`src/rtl/out_port_uart_tx.sv`:
```
// out_port_uart_tx: detects changes of the CPU out_port, queues each new value and sends it as a UART frame on tx.
// Optional even parity bit between data and stop is compiled in with OUT_PORT_UART_PARITY_EN.
module out_port_uart_tx #(
    parameter int CLKS_PER_BIT = 434,
    parameter int FIFO_DEPTH   = 8
) (
    input  logic       clk_f,
    input  logic       rst_n,
    input  logic [7:0] out_port,
    output logic       tx,
    output logic       busy,
    output logic       fifo_full,
    output logic [7:0] ovf_cnt
);
    localparam int AW = $clog2(FIFO_DEPTH);
    localparam int CW = (CLKS_PER_BIT > 1) ? $clog2(CLKS_PER_BIT) : 1;
    localparam logic [CW-1:0] CNT_LAST = CW'(CLKS_PER_BIT - 1);
    localparam logic [CW-1:0] CNT_ONE  = {{(CW-1){1'b0}}, 1'b1};
    localparam logic [AW:0]   PTR_ONE  = {{AW{1'b0}}, 1'b1};

    typedef enum logic [2:0] {
        IDLE   = 3'd0,
        START  = 3'd1,
        DATA   = 3'd2,
`ifdef OUT_PORT_UART_PARITY_EN
        PARITY = 3'd3,
`endif
        STOP   = 3'd4
    } state_t;

    function automatic logic even_parity(input logic [7:0] d);
        return ^d;
    endfunction

    state_t          state_r, state_s;
    logic [7:0]      prev_r;
    logic [7:0]      mem_r [FIFO_DEPTH];
    logic [AW:0]     wr_ptr_r, rd_ptr_r, wr_ptr_s, rd_ptr_s;
    logic            empty_s, full_s, full_next_s;
    logic            push_req_s, push_ok_s, pop_s;
    logic [7:0]      sr_r, sr_s;
    logic [2:0]      bit_idx_r, bit_idx_s;
    logic [CW-1:0]   cnt_r, cnt_s;
    logic            tx_r, tx_s, busy_r, fifo_full_r;
    logic [7:0]      ovf_r, ovf_s;
`ifdef OUT_PORT_UART_PARITY_EN
    logic            par_r, par_s;
`endif

    // FIFO bookkeeping: change detect, pop/push acceptance, next pointers and overflow count.
    always_comb begin
        empty_s     = (wr_ptr_r == rd_ptr_r);
        full_s      = (wr_ptr_r[AW] != rd_ptr_r[AW]) && (wr_ptr_r[AW-1:0] == rd_ptr_r[AW-1:0]);
        push_req_s  = (out_port != prev_r);
        pop_s       = (state_r == IDLE) && !empty_s;
        push_ok_s   = push_req_s && (!full_s || pop_s);
        wr_ptr_s    = push_ok_s ? (wr_ptr_r + PTR_ONE) : wr_ptr_r;
        rd_ptr_s    = pop_s ? (rd_ptr_r + PTR_ONE) : rd_ptr_r;
        full_next_s = (wr_ptr_s[AW] != rd_ptr_s[AW]) && (wr_ptr_s[AW-1:0] == rd_ptr_s[AW-1:0]);
        if (push_req_s && !push_ok_s && (ovf_r != 8'hFF)) begin
            ovf_s = ovf_r + 8'd1;
        end else begin
            ovf_s = ovf_r;
        end
    end

    // Frame sequencer; tx is derived from the next state so the registered line lines up with the state.
    always_comb begin
        state_s   = state_r;
        sr_s      = sr_r;
        bit_idx_s = bit_idx_r;
        cnt_s     = cnt_r;
`ifdef OUT_PORT_UART_PARITY_EN
        par_s     = par_r;
`endif
        case (state_r)
            IDLE: begin
                if (pop_s) begin
                    state_s = START;
                    sr_s    = mem_r[rd_ptr_r[AW-1:0]];
                    cnt_s   = {CW{1'b0}};
`ifdef OUT_PORT_UART_PARITY_EN
                    par_s   = even_parity(mem_r[rd_ptr_r[AW-1:0]]);
`endif
                end else begin
                    cnt_s   = {CW{1'b0}};
                end
            end
            START: begin
                if (cnt_r == CNT_LAST) begin
                    state_s   = DATA;
                    bit_idx_s = 3'd0;
                    cnt_s     = {CW{1'b0}};
                end else begin
                    cnt_s     = cnt_r + CNT_ONE;
                end
            end
            DATA: begin
                if (cnt_r == CNT_LAST) begin
                    cnt_s = {CW{1'b0}};
                    if (bit_idx_r == 3'd7) begin
`ifdef OUT_PORT_UART_PARITY_EN
                        state_s = PARITY;
`else
                        state_s = STOP;
`endif
                    end else begin
                        bit_idx_s = bit_idx_r + 3'd1;
                        sr_s      = {1'b0, sr_r[7:1]};
                    end
                end else begin
                    cnt_s = cnt_r + CNT_ONE;
                end
            end
`ifdef OUT_PORT_UART_PARITY_EN
            PARITY: begin
                if (cnt_r == CNT_LAST) begin
                    state_s = STOP;
                    cnt_s   = {CW{1'b0}};
                end else begin
                    cnt_s   = cnt_r + CNT_ONE;
                end
            end
`endif
            STOP: begin
                if (cnt_r == CNT_LAST) begin
                    state_s = IDLE;
                    cnt_s   = {CW{1'b0}};
                end else begin
                    cnt_s   = cnt_r + CNT_ONE;
                end
            end
            default: begin
                state_s = IDLE;
                cnt_s   = {CW{1'b0}};
            end
        endcase

        case (state_s)
            IDLE:    tx_s = 1'b1;
            START:   tx_s = 1'b0;
            DATA:    tx_s = sr_s[0];
`ifdef OUT_PORT_UART_PARITY_EN
            PARITY:  tx_s = par_s;
`endif
            STOP:    tx_s = 1'b1;
            default: tx_s = 1'b1;
        endcase
    end

    // State, pointers and registered outputs.
    always_ff @(posedge clk_f) begin
        if (!rst_n) begin
            state_r     <= IDLE;
            prev_r      <= 8'h00;
            wr_ptr_r    <= {(AW+1){1'b0}};
            rd_ptr_r    <= {(AW+1){1'b0}};
            sr_r        <= 8'h00;
            bit_idx_r   <= 3'd0;
            cnt_r       <= {CW{1'b0}};
            tx_r        <= 1'b1;
            busy_r      <= 1'b0;
            fifo_full_r <= 1'b0;
            ovf_r       <= 8'h00;
`ifdef OUT_PORT_UART_PARITY_EN
            par_r       <= 1'b0;
`endif
        end else begin
            state_r     <= state_s;
            prev_r      <= out_port;
            wr_ptr_r    <= wr_ptr_s;
            rd_ptr_r    <= rd_ptr_s;
            sr_r        <= sr_s;
            bit_idx_r   <= bit_idx_s;
            cnt_r       <= cnt_s;
            tx_r        <= tx_s;
            busy_r      <= (state_s != IDLE);
            fifo_full_r <= full_next_s;
            ovf_r       <= ovf_s;
`ifdef OUT_PORT_UART_PARITY_EN
            par_r       <= par_s;
`endif
        end
    end

    // FIFO storage needs no reset: entries are only read between valid pointers.
    always_ff @(posedge clk_f) begin
        if (push_ok_s) begin
            mem_r[wr_ptr_r[AW-1:0]] <= out_port;
        end
    end

    assign tx        = tx_r;
    assign busy      = busy_r;
    assign fifo_full = fifo_full_r;
    assign ovf_cnt   = ovf_r;
endmodule

```
`config.mk`:
```
export PLATFORM = sky130hd
export DESIGN_NAME = out_port_uart_tx
export DESIGN_NICKNAME = d
export VERILOG_FILES = /design/src/rtl/out_port_uart_tx.sv
export SDC_FILE = /design/constraint.sdc
export NUM_CORES = 1
export LEC_CHECK = 0
export ABC_CLOCK_PERIOD_IN_PS = 5700
export CORE_MARGIN = 2
export CORE_UTILIZATION = 50
export DETAILED_ROUTE_END_ITERATION = 8
export DONT_BUFFER_PORTS = 1
export GPL_TIMING_DRIVEN = 0
export PLACE_DENSITY = 0.71
export SLEW_MARGIN = 40
export SYNTH_ARGS = -nofsm -noshare
export SYNTH_HDL_FRONTEND = slang
export SYNTH_SLANG_ARGS = --single-unit
```
`constraint.sdc`:
```
create_clock -name clk_f -period 5.7 [get_ports clk_f]
set_input_delay 0.855 -clock clk_f [delete_from_list [all_inputs] [get_ports clk_f]]
set_output_delay 0.855 -clock clk_f [all_outputs]
set_load 0.01 [all_outputs]
```
==> reports/qor.csv, run 1 <==
metric,value,unit
post-route-period-util,45.19,%
ys_seq_area_share,58.84,%
gpl.final_weighted_congestion,0.8260,
max_freq,388.2,MHz
num_rows,36,
net_count_final,420,
worst_path_arrival,2960,ps
worstHoldPathCells,0,
clk_transition_reported_paths,60,ps
setup_slack_on_the_worst_flop_to_flop_path,3120,ps
post_cts_resized,0,
drtIter0Drc,242,
final-max-slew-violation-count,0,
timing.setup.tns,0,ps
synthesis.area_per_instance,13.21,sq um
drt_wl_total,9643,um
routed_via_density,5.554,
wl_met1,4220,um
cp_max_fo,10,
clockBufferDepth,2,
design.core.area,0.009729,sq mm
leakage,1.999,nW
r2r_path_end,sr_r[4],
critical_path.cell_chain,"buf_2, buf_2, mux4_2, mux2i_1, nor2_1, a221oi_1, nor2_1",
power.density_cell_area,421.3,mW/mm^2
place.detailed.hpwl,6444,um
post_synth_inst_count,376,
fillCellCount,798,
multi_input_area,0.001981,sq mm
ctsHoldBuffers,0,
insertion_delay,530,ps
detailroute.wirelength.met3,582,um
dieWidth,103.7,um
fin_worst_hold_slack,421.5,ps
start_util,51.05,%
mappedNetlistArea,0.004967,sq mm
met2_length,4716,um
r2r.worst_path.cells,7,
tritoncts.num_buffers,17,
seq_area,0.002923,sq mm
grt.total_usage,19.66,%
die_ht,103.7,um
setup_repair_after_global_routing_missed_its_margin,false,
fp.dieArea,0.01075,sq mm
synth_flop_cell,sky130_fd_sc_hd__edfxtp_1,
wl_per_cell,17.56,um
synth_enable_flop_cells,64,
endpoint_kind,flip-flop,
floorplan.io_pins,21,
timing.clock.skew,11.41,ps
routed_antenna_nets,0,
total_number_of_clock_tree_sinks,114,
cts-root-buf,sky130_fd_sc_hd__clkbuf_8,
grt_first_pass_wirelength,15960,um
worstReg2RegStart,rd_ptr_r[0],
via_count,3049,
grt_max_degree,17,
cts_setup_buffers,0,
hold_end,mem_r[2][3],
ys_async_sr_fraction,0,%
drcViolationCount,0,
net_count_after_synthesis,393,
grt_pass1_vias,3125,
period_minus_slack,2576,ps
slowest_stage,sky130_fd_sc_hd__mux4_2,
maxCapViolations,0,
timing.final.hold_violations,0,
grt_antenna_before_repair,0,
synth.lib_cells_used.distinct,56,
top_layer_used,met4,
outcome,"finished, final reports clean",
setup_violations,0,
htree_num_levels,4,
post_route_cells_drive_above_1_share,19.95,%
synthesis.yosys.warnings,0,
slew_headroom,46.96,%
max_stage_delay,570,ps
tritoncts_clock_tree,done,
postSynthRegisterBits,114,
power.total,0.002433,W
worst_ir_drop_vdd,0.0002964,V
worst_ep_required_time,6090,ps
n_antenna_cell,0,
hold_path.startpoint,out_port[3],
post_synthesis_to_final_layout_area_growth,16.27,%
drt_pass1_iterations,5,
grt.overflow.total,0,
worst_slew_pin_slew,791.3,ps
port_buffers,0,
setup.worst_path.class,reg2reg,
timing.critical_path.from_type,flip-flop,
min-delay-path-class,in2reg,
-- worst max-delay path by stage --
stage | from | to | slack, ps | depth (start not counted)
after floorplan | out_port[7] | mem_r[4][0] | 3030 | 4
after global placement | out_port[7] | mem_r[2][6] | 2090 | 4
after detailed placement | out_port[7] | fifo_full | 2940 | 6
after CTS | rd_ptr_r[0] | sr_r[3] | 3080 | 7
after global routing | rd_ptr_r[0] | sr_r[4] | 2890 | 7
final | rd_ptr_r[0] | sr_r[4] | 3120 | 7
-- cells by family after synthesis --
| kind of cell | share of synthesized area [%] |
|---|---|
| fa+ha+maj | 1.763 |
| buf+inv | 2.292 |
| flops | 58.84 |
| compound gates | 5.340 |
| xor+xnor | 7.582 |
| simple gates | 14.48 |
| mux | 9.698 |
-- cell type report --
cell class / instances / share of cell area [%]
plain buffers: 16 / 1.451
clock buffers: 17 / 7.171
flip-flops and latches: 114 / 50.61
well taps: 133 / 2.881
repair buffers: 8 / 0.8232
inverters: 8 / 0.5199
multi-input cells: 238 / 34.29
clock inverters: 15 / 2.253
-- per-layer routing --
layer / global-route usage (%) / vias to the layer above
met5: 0 / -
met4: 7.625 / 0
met3: 7.174 / 12
met2: 31.46 / 67
met1: 24.50 / 1517
li1: - / 1453
-- synth_stat cells, types with 2 or more instances --
master / n / area (sq um)
sky130_fd_sc_hd__and3_1: 3 / 18.77
sky130_fd_sc_hd__dfxtp_1: 50 / 1001
sky130_fd_sc_hd__and4_1: 2 / 17.52
sky130_fd_sc_hd__nor4_1: 2 / 12.51
sky130_fd_sc_hd__xor2_1: 8 / 70.07
sky130_fd_sc_hd__nor3_2: 3 / 30.03
sky130_fd_sc_hd__inv_1: 8 / 30.03
sky130_fd_sc_hd__nor2_1: 48 / 180.2
sky130_fd_sc_hd__edfxtp_1: 64 / 1922
sky130_fd_sc_hd__nor2b_1: 4 / 25.02
sky130_fd_sc_hd__nand2_1: 9 / 33.78
sky130_fd_sc_hd__nand4b_1: 2 / 17.52
sky130_fd_sc_hd__and2_1: 18 / 112.6
sky130_fd_sc_hd__nor3b_1: 3 / 22.52
sky130_fd_sc_hd__o21ai_0: 3 / 15.01
sky130_fd_sc_hd__clkbuf_1: 9 / 33.78
sky130_fd_sc_hd__nand4_1: 10 / 62.56
sky130_fd_sc_hd__xnor2_1: 28 / 245.2
sky130_fd_sc_hd__nor3_1: 5 / 25.02
sky130_fd_sc_hd__mux4_2: 16 / 360.4
sky130_fd_sc_hd__nand3_1: 10 / 50.05
sky130_fd_sc_hd__ha_1: 7 / 87.58
sky130_fd_sc_hd__buf_2: 4 / 20.02
sky130_fd_sc_hd__a221oi_1: 7 / 61.31
sky130_fd_sc_hd__buf_6: 2 / 22.52
sky130_fd_sc_hd__nor4b_1: 2 / 17.52
sky130_fd_sc_hd__a41oi_1: 2 / 17.52
sky130_fd_sc_hd__nand3b_1: 2 / 15.01
sky130_fd_sc_hd__a21oi_1: 7 / 35.03
sky130_fd_sc_hd__xnor3_1: 2 / 45.04
sky130_fd_sc_hd__mux2i_1: 11 / 110.1
-- critical path: cells and delay by family, from the launching register on --
kind	cells	cell delay, ps
AOI/OAI and AO/OA	1	230
DFF	1	450
buffers and inverters	2	790
and+or+nand+nor	2	140
muxes	2	820
-- layout by cell type (no fill, tap or decap), drive strengths merged, types with 10 or more instances in the layout --
| cell type | count |
|---|---|
| and2 | 18 |
| buf | 15 |
| clkbuf | 26 |
| dfxtp | 50 |
| edfxtp | 64 |
| inv | 13 |
| mux2i | 11 |
| mux4 | 16 |
| nand3 | 10 |
| nand4 | 10 |
| nor2 | 49 |
| xnor2 | 28 |
-- per-stage QoR --
| stage | worst slack (ps) | instances | util [%] | area, sq um |
|---|---|---|---|---|
| floorplan | 3033 | 376 | - | 4967 |
| global placement | 2090 | 509 | 52.76 | 5134 |
| detailed placement | 2940 | 517 | 53.77 | 5231 |
| CTS | 3079 | 549 | 59.36 | 5776 |
| global route | 2890 | 549 | 59.36 | 5776 |
| finish | 3124 | 549 | 59.36 | 5776 |
-- power by group --
part	switching, W	internal, W
combinational	0.000267	0.000228
clock	0.000380	0.000579
sequential	0.0000392	0.000940
total	0.000687	0.00175
-- state kept, by name, summed over array words and instances (netlist names) --
name / count
bit_idx_r: 3
busy: 1
cnt_r: 9
fifo_full: 1
mem_r: 64
ovf_cnt: 8
prev_r: 8
rd_ptr_r: 4
sr_r: 8
state_r: 3
tx: 1
wr_ptr_r: 4
(Power assumes the default switching activity.)
==> run 2: changes to the inputs <==
- ABC_CLOCK_PERIOD_IN_PS: 5700 -> 2600
- clock period: 5.7 -> 2.6 ns (I/O delays scaled with it)
==> reports/qor.csv, run 2 (same netlist as run 1, synthesis figures left out) <==
metric,value,unit,change
power.total,0.005386,W,+120%
insertion_delay,530,ps,about the same
cp_max_fo,10,,unchanged
drtIter0Drc,181,,-25%
worst_ir_drop_vdd,0.0006524,V,+120%
gpl.final_weighted_congestion,0.8260,,unchanged
worst_slew_pin_slew,750.6,ps,-40.68 ps
tritoncts.num_buffers,17,,unchanged
cp_common_cell,sky130_fd_sc_hd__nor2_1,,
cts_setup_buffers,0,,unchanged
routed_via_density,5.488,,-1.2%
routed_antenna_nets,0,,unchanged
largest_register_ff_count,64,,unchanged
timing.critical_path.from_type,flip-flop,,
worst_ep_required_time,2990,ps,-3100 ps
period_minus_slack,2396,ps,-179.7 ps
drcViolationCount,0,,unchanged
wl_per_cell,17.94,um,+2.1%
design.core.area,0.009729,sq mm,unchanged
maxCapViolations,0,,unchanged
drt_wl_total,9991,um,+3.6%
critical_path.cell_chain,"clkbuf_4, buf_4, mux4_2, mux2i_1, nor2_1, a221oi_1, nor2_1",,
dieWidth,103.7,um,unchanged
via_count,3057,,+0.26%
timing.final.hold_violations,0,,unchanged
tritoncts_clock_tree,done,,
post-route-period-util,92.15,%,+47 points
layout_common_cells,"sky130_fd_sc_hd__edfxtp_1, sky130_fd_sc_hd__dfxtp_1, sky130_fd_sc_hd__nor2_1, sky130_fd_sc_hd__xnor2_1, sky130_fd_sc_hd__and2_1",,
net_count_final,428,,+1.9%
placement.cell_area,0.005231,sq mm,unchanged
mostFrequentLayoutCell,sky130_fd_sc_hd__edfxtp_1,,
slowest_stage,sky130_fd_sc_hd__mux4_2,,
finish.cell_count_without_fillers,557,,+1.5%
post_route_cells_drive_above_1_share,19.81,%,-0.14 points
die_ht,103.7,um,unchanged
dp_cells,517,,unchanged
grt_first_pass_wirelength,16440,um,+3.0%
htree_num_levels,4,,unchanged
max_stage_delay,550,ps,-20 ps
cts-root-buf,sky130_fd_sc_hd__clkbuf_8,,
drt_pass1_iterations,4,,-1
grt.overflow.total,0,,unchanged
leakage,2.037,nW,+1.9%
post_synthesis_to_final_layout_area_growth,18.41,%,
min-delay-path-class,in2reg,,
final-max-slew-violation-count,0,,unchanged
fp.dieArea,0.01075,sq mm,unchanged
outcome,"finished, final reports clean",,
worst_path_arrival,2790,ps,-170 ps
grt.total_usage,20.33,%,+0.67 points
port_buffers,0,,unchanged
slew_headroom,49.74,%,+2.8 points
setup_repair_after_global_routing_missed_its_margin,false,,
endpoint_kind,flip-flop,,
power.density_cell_area,915.7,mW/mm^2,+120%
n_antenna_cell,0,,unchanged
max_freq,417.4,MHz,+7.5%
num_rows,36,,unchanged
start_util,51.05,%,unchanged
setup_violations,0,,unchanged
setup.worst_path.class,reg2reg,,
worstHoldPathCells,3,,+3
r2r.worst_path.cells,7,,unchanged
clockBufferDepth,2,,unchanged
fillCellCount,785,,-1.6%
floorplan.io_pins,21,,unchanged
finalInstanceArea,0.005882,sq mm,+1.8%
grt_pass1_vias,3156,,+0.99%
clk_transition_reported_paths,60,ps,about the same
grt_max_degree,17,,unchanged
grt_antenna_before_repair,0,,unchanged
place.detailed.hpwl,6444,um,unchanged
total_number_of_clock_tree_sinks,114,,unchanged
timing.clock.skew,13.32,ps,+1.905 ps
-- run 2: cell count changes in the layout (fill, tap and decap cells not counted), sizes merged --
cell,change
buf,-1
clkbuf,+1
dlygate4sd3,+8
-- run 2: report_power, final --
| part | switching [W] | internal (W) |
|---|---|---|
| Sequential | 0.0000857 | 0.00206 |
| Combinational | 0.000611 | 0.000517 |
| Clock | 0.000844 | 0.00127 |
| Total | 0.00154 | 0.00385 |
-- run 2: metal layers --
layer	share of wire, %	GRT usage (%)	vias up
li1	-	-	1469
met1	43	24.91	1518
met2	50	33.02	61
met3	5.6	6.419	9
met4	1.1	9.363	0
met5	0	0	-
-- run 2: path summary, 6_finish.rpt --
kind | start | to | slack (ps)
max | rd_ptr_r[0] | sr_r[4] | 200
min | rst_n | sr_r[0] | 370
min reg2reg | cnt_r[0] | cnt_r[0] | 480
max reg2reg | rd_ptr_r[0] | sr_r[4] | 200
-- run 2: cell type report --
cell class                 instances  area (sq um)  area share [%]
sequential                       114          2923           49.69
tap                              133         166.4           2.829
inverter                           8         30.03          0.5105
clock buffer                      17         414.1           7.041
buffer                            16         90.09           1.532
timing repair buffer              16         127.6           2.170
clock inverter                    15         130.1           2.212
multi-input combinational        238          2001           34.01
-- run 2: worst max-delay path: cells and delay by family (launching register included) --
kind | cells | cell delay [ps]
AND/OR/NAND/NOR | 2 | 130
AO/OA/AOI/OAI | 1 | 240
flip-flops | 1 | 460
multiplexers | 2 | 800
buffers and inverters | 2 | 630
-- run 2: repair_timing --
item,4_1_cts,5_1_grt
gates resized for setup,1,6
pin swaps,0,1
endpoints found under the hold margin,72,0
endpoints found under the setup margin,2,6
hold buffers,8,0
-- run 2: stage by stage --
step	hold slack, ps	utilization [%]	setup slack [ps]	setup TNS (ps)
after floorplan	444.5	-	125.0	0
final	367.5	60.46	204.0	0
after global routing	370.0	60.46	7.540	0
after CTS	349.8	60.21	92.62	0
after detailed placement	464.7	53.77	21.57	0
after global placement	458.8	52.76	-800.7	-21880
